File: config.mk
export PLATFORM = sky130hd
export DESIGN_NAME = servo_cmd_master
export DESIGN_NICKNAME = d
export VERILOG_FILES = /design/src/rtl/servo_pkg.sv /design/src/rtl/servo_byte_pacer.sv /design/src/rtl/servo_cmd_master.sv
export SDC_FILE = /design/constraint.sdc
export NUM_CORES = 1
export LEC_CHECK = 0
export BUFFER_PORTS_ARGS = -buffer_cell sky130_fd_sc_hd__clkbuf_2
export CAP_MARGIN = 0
export CELL_PAD_IN_SITES_DETAIL_PLACEMENT = 1
export CELL_PAD_IN_SITES_GLOBAL_PLACEMENT = 1
export CORE_ASPECT_RATIO = 1.1
export CORE_MARGIN = 3
export CORE_UTILIZATION = 35
export CTS_BUF_LIST = sky130_fd_sc_hd__clkbuf_2 sky130_fd_sc_hd__clkbuf_4 sky130_fd_sc_hd__clkbuf_8
export CTS_CLUSTER_DIAMETER = 80
export DETAILED_ROUTE_END_ITERATION = 8
export GPL_TIMING_DRIVEN = 0
export PLACE_DENSITY = 0.68
export SLEW_MARGIN = 40
export SYNTH_ARGS = -nofsm -noshare
export SYNTH_HDL_FRONTEND = slang
export SYNTH_SLANG_ARGS = --single-unit
File: constraint.sdc
create_clock -name clk -period 3.7 [get_ports clk]
set_clock_uncertainty 0.2 [all_clocks]
set_input_delay 0.37 -clock clk [delete_from_list [all_inputs] [get_ports clk]]
set_output_delay 0.37 -clock clk [all_outputs]
set_load 0.01 [all_outputs]
File: src/rtl/servo_pkg.sv
// Shared types and byte constants for the host side of the byte-parallel servo link.
// Command codes, decoded disc/tray state, error causes and the fixed link bytes.
package servo_pkg;

  typedef enum logic [1:0] {
    CMD_STATUS  = 2'd0,
    CMD_OPEN    = 2'd1,
    CMD_CLOSE   = 2'd2,
    CMD_ILLEGAL = 2'd3
  } cmd_t;

  typedef enum logic [1:0] {
    NO_DISC = 2'd0,
    CDI     = 2'd1,
    AUDIO   = 2'd2
  } disc_t;

  typedef enum logic {
    TRAY_CLOSED = 1'b0,
    TRAY_OPEN   = 1'b1
  } tray_t;

  typedef enum logic [2:0] {
    ERR_NONE        = 3'd0,
    ERR_SYNC        = 3'd1,
    ERR_CMD_ACK     = 3'd2,
    ERR_HDR         = 3'd3,
    ERR_TIMEOUT     = 3'd4,
    ERR_ILLEGAL_CMD = 3'd5,
    ERR_REPORT      = 3'd6
  } err_t;

  localparam logic [7:0] BYTE_SYNC     = 8'hDD;
  localparam logic [7:0] BYTE_SYNC_ACK = 8'hEE;
  localparam logic [7:0] BYTE_CMD_ACK  = 8'h55;
  localparam logic [7:0] BYTE_STATUS   = 8'hB0;
  localparam logic [7:0] BYTE_OPEN     = 8'hA6;
  localparam logic [7:0] BYTE_CLOSE    = 8'hA7;
  localparam logic [7:0] BYTE_HDR0     = 8'h61;
  localparam logic [7:0] BYTE_HDR12    = 8'h01;
  localparam logic [7:0] BYTE_POLL     = 8'hAA;
  localparam logic [7:0] BYTE_RPT0     = 8'h03;
  localparam logic [7:0] BYTE_ZERO     = 8'h00;

  localparam logic [7:0] RPT_AUDIO   = 8'h01;
  localparam logic [7:0] RPT_CDI     = 8'h02;
  localparam logic [7:0] RPT_NO_DISC = 8'h03;
  localparam logic [7:0] RPT_OPEN    = 8'h21;
  localparam logic [7:0] RPT_CLOSED  = 8'h25;

  function automatic logic [7:0] cmd_byte(input cmd_t code);
    case (code)
      CMD_OPEN:  cmd_byte = BYTE_OPEN;
      CMD_CLOSE: cmd_byte = BYTE_CLOSE;
      default:   cmd_byte = BYTE_STATUS;
    endcase
  endfunction

endpackage

File: src/rtl/servo_byte_pacer.sv
// Byte strobe generator: enforces BYTE_GAP idle cycles before every spi_write.
// done mirrors the write cycle; rx_byte is the slave reply sampled on that same cycle.
module servo_byte_pacer #(
  parameter int BYTE_GAP = 16
) (
  input  logic       clk,
  input  logic       reset_n,
  input  logic       req,
  input  logic [7:0] tx_byte,
  input  logic [7:0] spi_miso,
  output logic       spi_write,
  output logic [7:0] spi_mosi,
  output logic       done,
  output logic [7:0] rx_byte
);

  localparam int GW = $clog2(BYTE_GAP + 1);
  localparam logic [GW-1:0] GAP_LOAD = GW'(BYTE_GAP);

  logic [GW-1:0] gap_cnt;
  logic          issue;

  // The reload on issue means the down-count overlaps the strobe cycle itself.
  assign issue = req && (gap_cnt == '0) && !spi_write;

  always_ff @(posedge clk or negedge reset_n) begin
    if (!reset_n) begin
      gap_cnt   <= GAP_LOAD;
      spi_write <= 1'b0;
      spi_mosi  <= 8'hFF;
    end else begin
      spi_write <= issue;
      if (issue) begin
        spi_mosi <= tx_byte;
        gap_cnt  <= GAP_LOAD;
      end else if (gap_cnt != '0) begin
        gap_cnt <= gap_cnt - GW'(1);
      end
    end
  end

  assign done    = spi_write;
  assign rx_byte = spi_miso;

endmodule

File: src/rtl/servo_cmd_master.sv
// Host-side servo link initiator: sync, command/header exchange, mode-fault wait
// and 5-byte status report decode into disc/tray state.
module servo_cmd_master
  import servo_pkg::*;
#(
  parameter int BYTE_GAP   = 16,
  parameter int MF_TIMEOUT = 4096
) (
  input  logic       clk,
  input  logic       reset_n,
  input  logic       cmd_valid,
  input  logic [1:0] cmd_code,
  output logic       cmd_ready,
  output logic       spi_write,
  output logic [7:0] spi_mosi,
  input  logic [7:0] spi_miso,
  input  logic       mode_fault,
  output logic       status_valid,
  output logic [1:0] disc_state,
  output logic       tray_state,
  output logic       proto_err,
  output logic [2:0] err_code,
  output logic       busy
);

  // state      | meaning
  // ST_SYNC    | send DD until the servo answers EE
  // ST_IDLE    | ready for a command or an unsolicited report
  // ST_CMD     | send command byte, expect 55
  // ST_HDR     | three 00 writes, expect 61 01 01
  // ST_WAIT_MF | no traffic, wait for the mode-fault edge
  // ST_RPT     | five AA writes collecting the status report
  typedef enum logic [2:0] {
    ST_SYNC, ST_IDLE, ST_CMD, ST_HDR, ST_WAIT_MF, ST_RPT
  } state_t;

  localparam int TW = (MF_TIMEOUT > 0) ? $clog2(MF_TIMEOUT + 1) : 1;
  localparam logic [TW-1:0] TMO_LOAD = TW'(MF_TIMEOUT);

  state_t        state, state_nx;
  logic [2:0]    idx, idx_nx, idx_inc;
  cmd_t          code, code_nx;
  logic [TW-1:0] tmo, tmo_nx;
  disc_t         disc_tmp, disc_tmp_nx, disc_r, disc_nx;
  tray_t         tray_r, tray_nx, tray_dec;
  err_t          err_r, err_nx;
  logic          sv_nx, pe_nx, mf_q, mf_rise, rpt_ok;
  logic          req, done;
  logic [7:0]    tx_byte, rx_byte, hdr_exp;

  servo_byte_pacer #(.BYTE_GAP(BYTE_GAP)) u_pacer (
    .clk       (clk),
    .reset_n   (reset_n),
    .req       (req),
    .tx_byte   (tx_byte),
    .spi_miso  (spi_miso),
    .spi_write (spi_write),
    .spi_mosi  (spi_mosi),
    .done      (done),
    .rx_byte   (rx_byte)
  );

  assign mf_rise = mode_fault && !mf_q;
  assign idx_inc = (idx == 3'd7) ? idx : idx + 3'd1;
  assign hdr_exp = (idx == 3'd0) ? BYTE_HDR0 : BYTE_HDR12;

  always_ff @(posedge clk or negedge reset_n) begin
    if (!reset_n) begin
      state        <= ST_SYNC;
      idx          <= 3'd0;
      code         <= CMD_STATUS;
      tmo          <= TMO_LOAD;
      disc_tmp     <= NO_DISC;
      disc_r       <= NO_DISC;
      tray_r       <= TRAY_CLOSED;
      err_r        <= ERR_NONE;
      status_valid <= 1'b0;
      proto_err    <= 1'b0;
      mf_q         <= 1'b0;
    end else begin
      state        <= state_nx;
      idx          <= idx_nx;
      code         <= code_nx;
      tmo          <= tmo_nx;
      disc_tmp     <= disc_tmp_nx;
      disc_r       <= disc_nx;
      tray_r       <= tray_nx;
      err_r        <= err_nx;
      status_valid <= sv_nx;
      proto_err    <= pe_nx;
      mf_q         <= mode_fault;
    end
  end

  always_comb begin
    state_nx    = state;
    idx_nx      = idx;
    code_nx     = code;
    tmo_nx      = tmo;
    disc_tmp_nx = disc_tmp;
    disc_nx     = disc_r;
    tray_nx     = tray_r;
    err_nx      = err_r;
    sv_nx       = 1'b0;
    pe_nx       = 1'b0;
    req         = 1'b0;
    tx_byte     = BYTE_SYNC;
    rpt_ok      = 1'b1;
    tray_dec    = TRAY_CLOSED;
    case (state)
      ST_SYNC: begin
        req     = 1'b1;
        tx_byte = BYTE_SYNC;
        if (done) begin
          if (rx_byte == BYTE_SYNC_ACK) begin
            state_nx = ST_IDLE;
          end else begin
            err_nx = ERR_SYNC;
            pe_nx  = 1'b1;
          end
        end
      end
      ST_IDLE: begin
        // A mode-fault edge beats a simultaneous command; the command stays pending.
        if (mf_rise) begin
          state_nx = ST_RPT;
          idx_nx   = 3'd0;
        end else if (cmd_valid) begin
          if (cmd_t'(cmd_code) == CMD_ILLEGAL) begin
            err_nx = ERR_ILLEGAL_CMD;
            pe_nx  = 1'b1;
          end else begin
            code_nx  = cmd_t'(cmd_code);
            state_nx = ST_CMD;
          end
        end
      end
      ST_CMD: begin
        req     = 1'b1;
        tx_byte = cmd_byte(code);
        if (done) begin
          if (rx_byte == BYTE_CMD_ACK) begin
            state_nx = ST_HDR;
            idx_nx   = 3'd0;
          end else begin
            err_nx   = ERR_CMD_ACK;
            pe_nx    = 1'b1;
            state_nx = ST_IDLE;
          end
        end
      end
      ST_HDR: begin
        req     = 1'b1;
        tx_byte = BYTE_ZERO;
        if (done) begin
          if (rx_byte != hdr_exp) begin
            err_nx   = ERR_HDR;
            pe_nx    = 1'b1;
            state_nx = ST_IDLE;
          end else if (idx == 3'd2) begin
            state_nx = ST_WAIT_MF;
            tmo_nx   = TMO_LOAD;
          end else begin
            idx_nx = idx_inc;
          end
        end
      end
      ST_WAIT_MF: begin
        if (mf_rise) begin
          state_nx = ST_RPT;
          idx_nx   = 3'd0;
        end else if (MF_TIMEOUT != 0) begin
          if (tmo == '0) begin
            err_nx   = ERR_TIMEOUT;
            pe_nx    = 1'b1;
            state_nx = ST_IDLE;
          end else begin
            tmo_nx = tmo - TW'(1);
          end
        end
      end
      ST_RPT: begin
        req     = 1'b1;
        tx_byte = BYTE_POLL;
        if (done) begin
          case (idx)
            3'd0: rpt_ok = (rx_byte == BYTE_RPT0);
            3'd1: rpt_ok = (rx_byte == BYTE_STATUS);
            3'd2: rpt_ok = (rx_byte == BYTE_ZERO);
            3'd3: begin
              case (rx_byte)
                RPT_CDI:     disc_tmp_nx = CDI;
                RPT_AUDIO:   disc_tmp_nx = AUDIO;
                RPT_NO_DISC: disc_tmp_nx = NO_DISC;
                default:     rpt_ok = 1'b0;
              endcase
            end
            3'd4: begin
              case (rx_byte)
                RPT_CLOSED: tray_dec = TRAY_CLOSED;
                RPT_OPEN:   tray_dec = TRAY_OPEN;
                default:    rpt_ok = 1'b0;
              endcase
            end
            default: rpt_ok = 1'b0;
          endcase
          // Decoded state is published only once the whole report checks out.
          if (!rpt_ok) begin
            err_nx   = ERR_REPORT;
            pe_nx    = 1'b1;
            state_nx = ST_IDLE;
          end else if (idx == 3'd4) begin
            disc_nx  = disc_tmp;
            tray_nx  = tray_dec;
            sv_nx    = 1'b1;
            state_nx = ST_IDLE;
          end else begin
            idx_nx = idx_inc;
          end
        end
      end
      default: state_nx = ST_SYNC;
    endcase
  end

  assign cmd_ready  = (state == ST_IDLE);
  assign busy       = !cmd_ready;
  assign disc_state = disc_r;
  assign tray_state = tray_r;
  assign err_code   = err_r;

endmodule

# After elaboration in Yosys (flattened, before gate mapping)
# Cells that the tools add are included.
# word_totals
regBits,46
inputBits,14
# op_classes
addsub,3
eq_ne,49
muxes,78
bitwise,2
n_reduce_logical,28
# op_table
op,count
two-way mux 3 bit,37
two-way mux 13 bit,5
one-hot mux 3 bit (6 select lines),2
"!= test 2 bit, second input constant",15
one-hot mux 13 bit (2 select lines),1
one-hot mux 8 bit (3 select lines),1
two-way mux 1 bit,23
AND reduction 10 bit,2
"== test 8 x 2 -> 1 bit, second input constant",2
"== test 8 x 6 -> 1 bit, second input constant",2
"== test 8 bit, second input constant",2
"!= test 2 x 1 -> 1 bit, second input constant",7
AND reduction 14 bit,1
logical NOT 13 bit,1
"subtractor 13 x 1 -> 13 bit, second input constant",1
"== test 3 x 2 -> 1 bit, second input constant",4
"== test 3 bit, second input constant",4
"!= test 3 bit, second input constant",4
one-hot mux 3 bit (4 select lines),1
AND reduction 4 bit,3
two-way mux 5 bit,2
one-hot mux 5 bit (2 select lines),1
"== test 8 x 1 -> 1 bit, second input constant",1
"== test 8 x 7 -> 1 bit, second input constant",1
other kinds (27),37

# Logic depth before layout (Yosys ltp)
# logic_depth
ltp_word,9
mapped_depth,9

# Cells and area by module
# Synthesis repeated with hierarchy kept, for this count alone.
# hier_totals
cells_unflattened,292
area_unflattened_um2,2844.0
# modules_own_cells
mod,n_inst,cells_each,area_each_um2,seq_area_each_um2
servo_cmd_master,1,242,2152.1,802.0
servo_byte_pacer,1,50,691.9,361.6

# Worst setup path before layout
# No wires, ideal clock.
# synth_path
path_kind,flip-flop to flip-flop
startpoint,reg idx[0]
endpoint,reg disc_r[0] (netlist: disc_state[0])
arrival_ns,2.248
path_slack_ns,1.127
path_stages_with_launch,9
synth_period_minus_slack_ns,2.573
path_cell_list,dfrtp_1 inv_1 ha_1 nor3b_1 o21ai_1 a2111o_1 o311a_4 or4_4 mux2_4
# synth_via
elab_chain_cells,5
# synth_lines
element,line,source
from (decl),servo_cmd_master.sv:41,"logic [2:0] idx, idx_nx, idx_inc;"
from (signal assigned),servo_cmd_master.sv:82,idx <= idx_nx;
"== test 3 bit, or another cell as far along","servo_cmd_master.sv:186, servo_cmd_master.sv:212",
one-hot mux 1 bit (5 select lines),servo_cmd_master.sv:186,case (idx)
two-way mux 1 bit,servo_cmd_master.sv:185,if (done) begin
two-way mux 1 bit,servo_cmd_master.sv:110,case (state)
AND reduction 4 bit (no line) *,-,
to (signal assigned),servo_cmd_master.sv:86,disc_r <= disc_nx;
to (decl),servo_cmd_master.sv:44,"disc_t disc_tmp, disc_tmp_nx, disc_r, disc_nx;"
# Mark *: on every way between the ends. The rest lies on a longest branch, timed or not. The select of a mux whose other input is x is not followed.
# A chain may end at the register's enable or synchronous reset.

# Final worst setup path
# layout_path
startpoint,reg idx[0]
endpoint,reg tray_r (netlist: tray_state)
# layout_via
elab_chain_cells,5
# layout_lines
element,line,source
"== test 3 bit, or another cell as far along","servo_cmd_master.sv:186, servo_cmd_master.sv:212",
one-hot mux 1 bit (5 select lines),servo_cmd_master.sv:186,
two-way mux 1 bit,servo_cmd_master.sv:185,
two-way mux 1 bit,servo_cmd_master.sv:110,
AND reduction 4 bit (no line) *,-,
to (signal assigned),servo_cmd_master.sv:87,tray_r <= tray_nx;
to (decl),servo_cmd_master.sv:45,"tray_t tray_r, tray_nx, tray_dec;"
# Marks and branches as above.

==> reports/metrics.yaml <==
cells_and_area:
  finalInstanceArea_um2: 3190
  syn2layout_area_growth_pct: 14.8
  final_util_pct: 41.9
  fillCellCount: 922
  layoutNonFillerInstCount: 446
  drive_above_1_share_pct: 20.8
  final_nets: 364
  diodes: 0
cts:
  post-cts-setup-buffer-count: 0
  clk-insertion-delay-late_ps: 310
  cts_made_buffers: 5
  post_cts_resize_count: 0
  numClockSinks: 46
  cts_tree: "done"
  cts_root_buffer: "clkbuf_8"
  h-tree-depth: 2
  clk_pin_slew_ps: 90
  clk_path_buf_depth: 2
drt:
  firstDrtPassIters: 4
  wire_per_inst_um: 15.6
  drt_iter0_drc: 111
  routed_wirelength_um: 6980
  drc: 0
  drtAntennaViolNets: 0
  vias: 2354
  via_per_inst: 5.28
timing:
  fin_ws_ps: 948
  rsz0062_at_grt: "no"
  worst_slew_pin_slew_ps: 740
  final.period_utilization_pct: 74.4
  holdWs_ps: 153
  setup_viol: 0
  fin_tns_setup_ps: 0
  fmax_mhz: 363
  slew_headroom_pct: 50.2
  hold_viol: 0
  layout_min_cycle_time_ps: 2750
  slew_violations: 0
grt:
  grt_max_degree: 47
  grt_usage_pct: 16.3
  antenna_found_initial: 0
  grt_pass1_wl_um: 12000
  grt_overflow: 0
  grt_pass1_vias: 2475
worst_setup_path:
  slowest_delay_ps: 470
  cp.arrival_ps: 2740
  path_delay_family: "compound AO/OA/AOI/OAI gates"
  cp-start-kind: "flip-flop"
  crit_required_ps: 3690
  slowest_stage: "or4_4"
  end_kind: "flip-flop"
  path_max_fanout: 5
  path_cells: "inv_1, ha_1, nor3b_1, o21ai_1, a2111o_1, o311a_4, or4_4, mux2_4"
  cp.buffers_inverters: 1
  crit_type: "flip-flop to flip-flop"
job:
  drv_cap: 0
run_status:
  status: "finished clean"
floorplanning:
  pin_count: 33
  die_y_um: 99.4
  dieArea_um2: 9030
  initial_core_util_pct: 36.5
  fp.dieW_um: 90.9
  row_count: 33
  core_um2: 7600
synthesis:
  synth.distinct_cells: 57
  synth_flop_cell: "dfrtp_1"
  ys_async_sr_fraction_pct: 100
  synth_nets: 323
  ys_top_cells_by_area: "dfrtp_1, dfstp_2, nor2_1, ha_1, nand2_1"
  yosys_warnings: 0
  ys_ff_latch: 46
  synth_top_cell_by_area: "dfrtp_1"
  yosysSeqAreaShare_pct: 41.9
  syn_avg_cell_area_um2: 9.28
  synth_edf_count: 0
  syn-instance-count: 299
  synth_top_cell_area_share_pct: 32.5
  syn_area_um2: 2780
pwr:
  ir_drop_v: 0.000332
  p_leak_nw: 1.41
  cellPowerDensity_nw_per_um2: 709
  total_power_mw: 2.26
placed_design:
  placedInstanceArea_um2: 3080
  pre_cts_ws_ps: 946
  dp.cells: 436
  portBuffers: 32
  routabilityCongestion: 0.790
  dp_hpwl_um: 5310
hold_path:
  hold_class: "input pin to flip-flop"
[sequential cells by signal, summed over array words and instances (netlist names)]
| register | cells |
|---|---|
| mf_q | 1 |
| tmo | 13 |
| proto_err | 1 |
| tray_state | 1 |
| disc_state | 2 |
| err_code | 3 |
| u_pacer.done | 1 |
| state | 3 |
| u_pacer.spi_mosi | 8 |
| idx | 3 |
| u_pacer.gap_cnt | 5 |
| disc_tmp | 2 |
| code | 2 |
| status_valid | 1 |
[timing repair]
item | 4_1_cts | 5_1_grt
endpoints found under the setup margin | 0 | 0
hold endpoints to repair | 37 | 0
hold buffers | 2 | 0
[layer usage]
metal	track usage, %	wire length (um)	vias up	share of wire (%)
met5	0	0	-	0
met1	20.4	3200	1154	46
li1	-	-	1161	-
met3	2.57	169	8	2.4
met4	4.76	111	0	1.6
met2	29.0	3490	31	50
[worst paths after layout]
kind	from	to	slack, ps	cells after the start
worst max-delay path	idx[0]	tray_state	950	8
worst min-delay path	cmd_code[0]	code[0]	150	3
worst max register to register	idx[0]	tray_state	950	8
worst min register to register	u_pacer.gap_cnt[4]	u_pacer.gap_cnt[4]	280	2
max in group asynchronous	reset_n	tmo[7]	2430	2
min in group asynchronous	reset_n	disc_state[0]	440	2
[worst min-delay path: stages]
cell	delay (ps)
clkbuf_2	100
nor2_1	60
nor2_1	90
[kinds of logic after synthesis]
kind of cell	count (synthesis)	share of synthesized area, %
muxes	12	5.00
adders and majority gates	10	4.51
buffers and inverters	25	3.38
and+or+nand+nor	131	25.2
xor gates and xnor gates	12	3.79
AOI/OAI and AO/OA	63	16.2
DFF	46	41.9
[layout make-up]
cell class	count	area [um^2]	share of cell area (%)
multi-input combinational	228	1520	47.8
sequential	46	1160	36.5
timing repair buffer	34	183	5.73
tap	105	131	4.12
clock buffer	5	68.8	2.16
inverter	18	67.6	2.12
buffer	7	26.3	0.825
clock inverter	3	21.3	0.668
[synthesized netlist by cell type (all sizes together), types with 2 or more instances]
cell type / instances
or4: 3
inv: 18
and3: 2
a21oi: 14
a21o: 2
o22ai: 6
o21ai: 12
a211oi: 5
nor2: 37
nand2b: 3
nor2b: 6
xor2: 6
a2111oi: 2
nor4b: 3
a211o: 2
dfrtp: 36
mux2i: 6
and2: 2
nand4b: 2
nor3: 9
and4b: 2
o2111ai: 3
or2: 2
clkbuf: 7
o31ai: 3
xnor2: 6
o22a: 2
o211ai: 3
ha: 10
mux2: 6
nand3: 9
nand4: 2
nand3b: 4
nor4: 7
nor3b: 3
o31a: 2
dfstp: 10
nand2: 32
[power by group]
group / switching [mW] / total [mW] / internal [mW] / leakage [nW]
combinational: 0.656 / 1.08 / 0.424 / 0.801
sequential: 0.157 / 0.866 / 0.709 / 0.567
clock: 0.179 / 0.312 / 0.133 / 0.0441
[layout by cell type (no fill, tap or decap), drive strengths merged, types with 3 or more instances in the layout]
master and n:
a211oi 5, a21oi 14, clkbuf 44, dfrtp 36, dfstp 10, ha 10, inv 18, mux2 6
mux2i 6, nand2 32, nand2b 3, nand3 9, nand3b 4, nor2 37, nor2b 6, nor3 9
nor3b 3, nor4 7, nor4b 3, o2111ai 3, o211ai 3, o21ai 12, o22ai 6, o31ai 3
or4 3, xnor2 6, xor2 6
No activity file was read; power rests on OpenSTA's default activity.
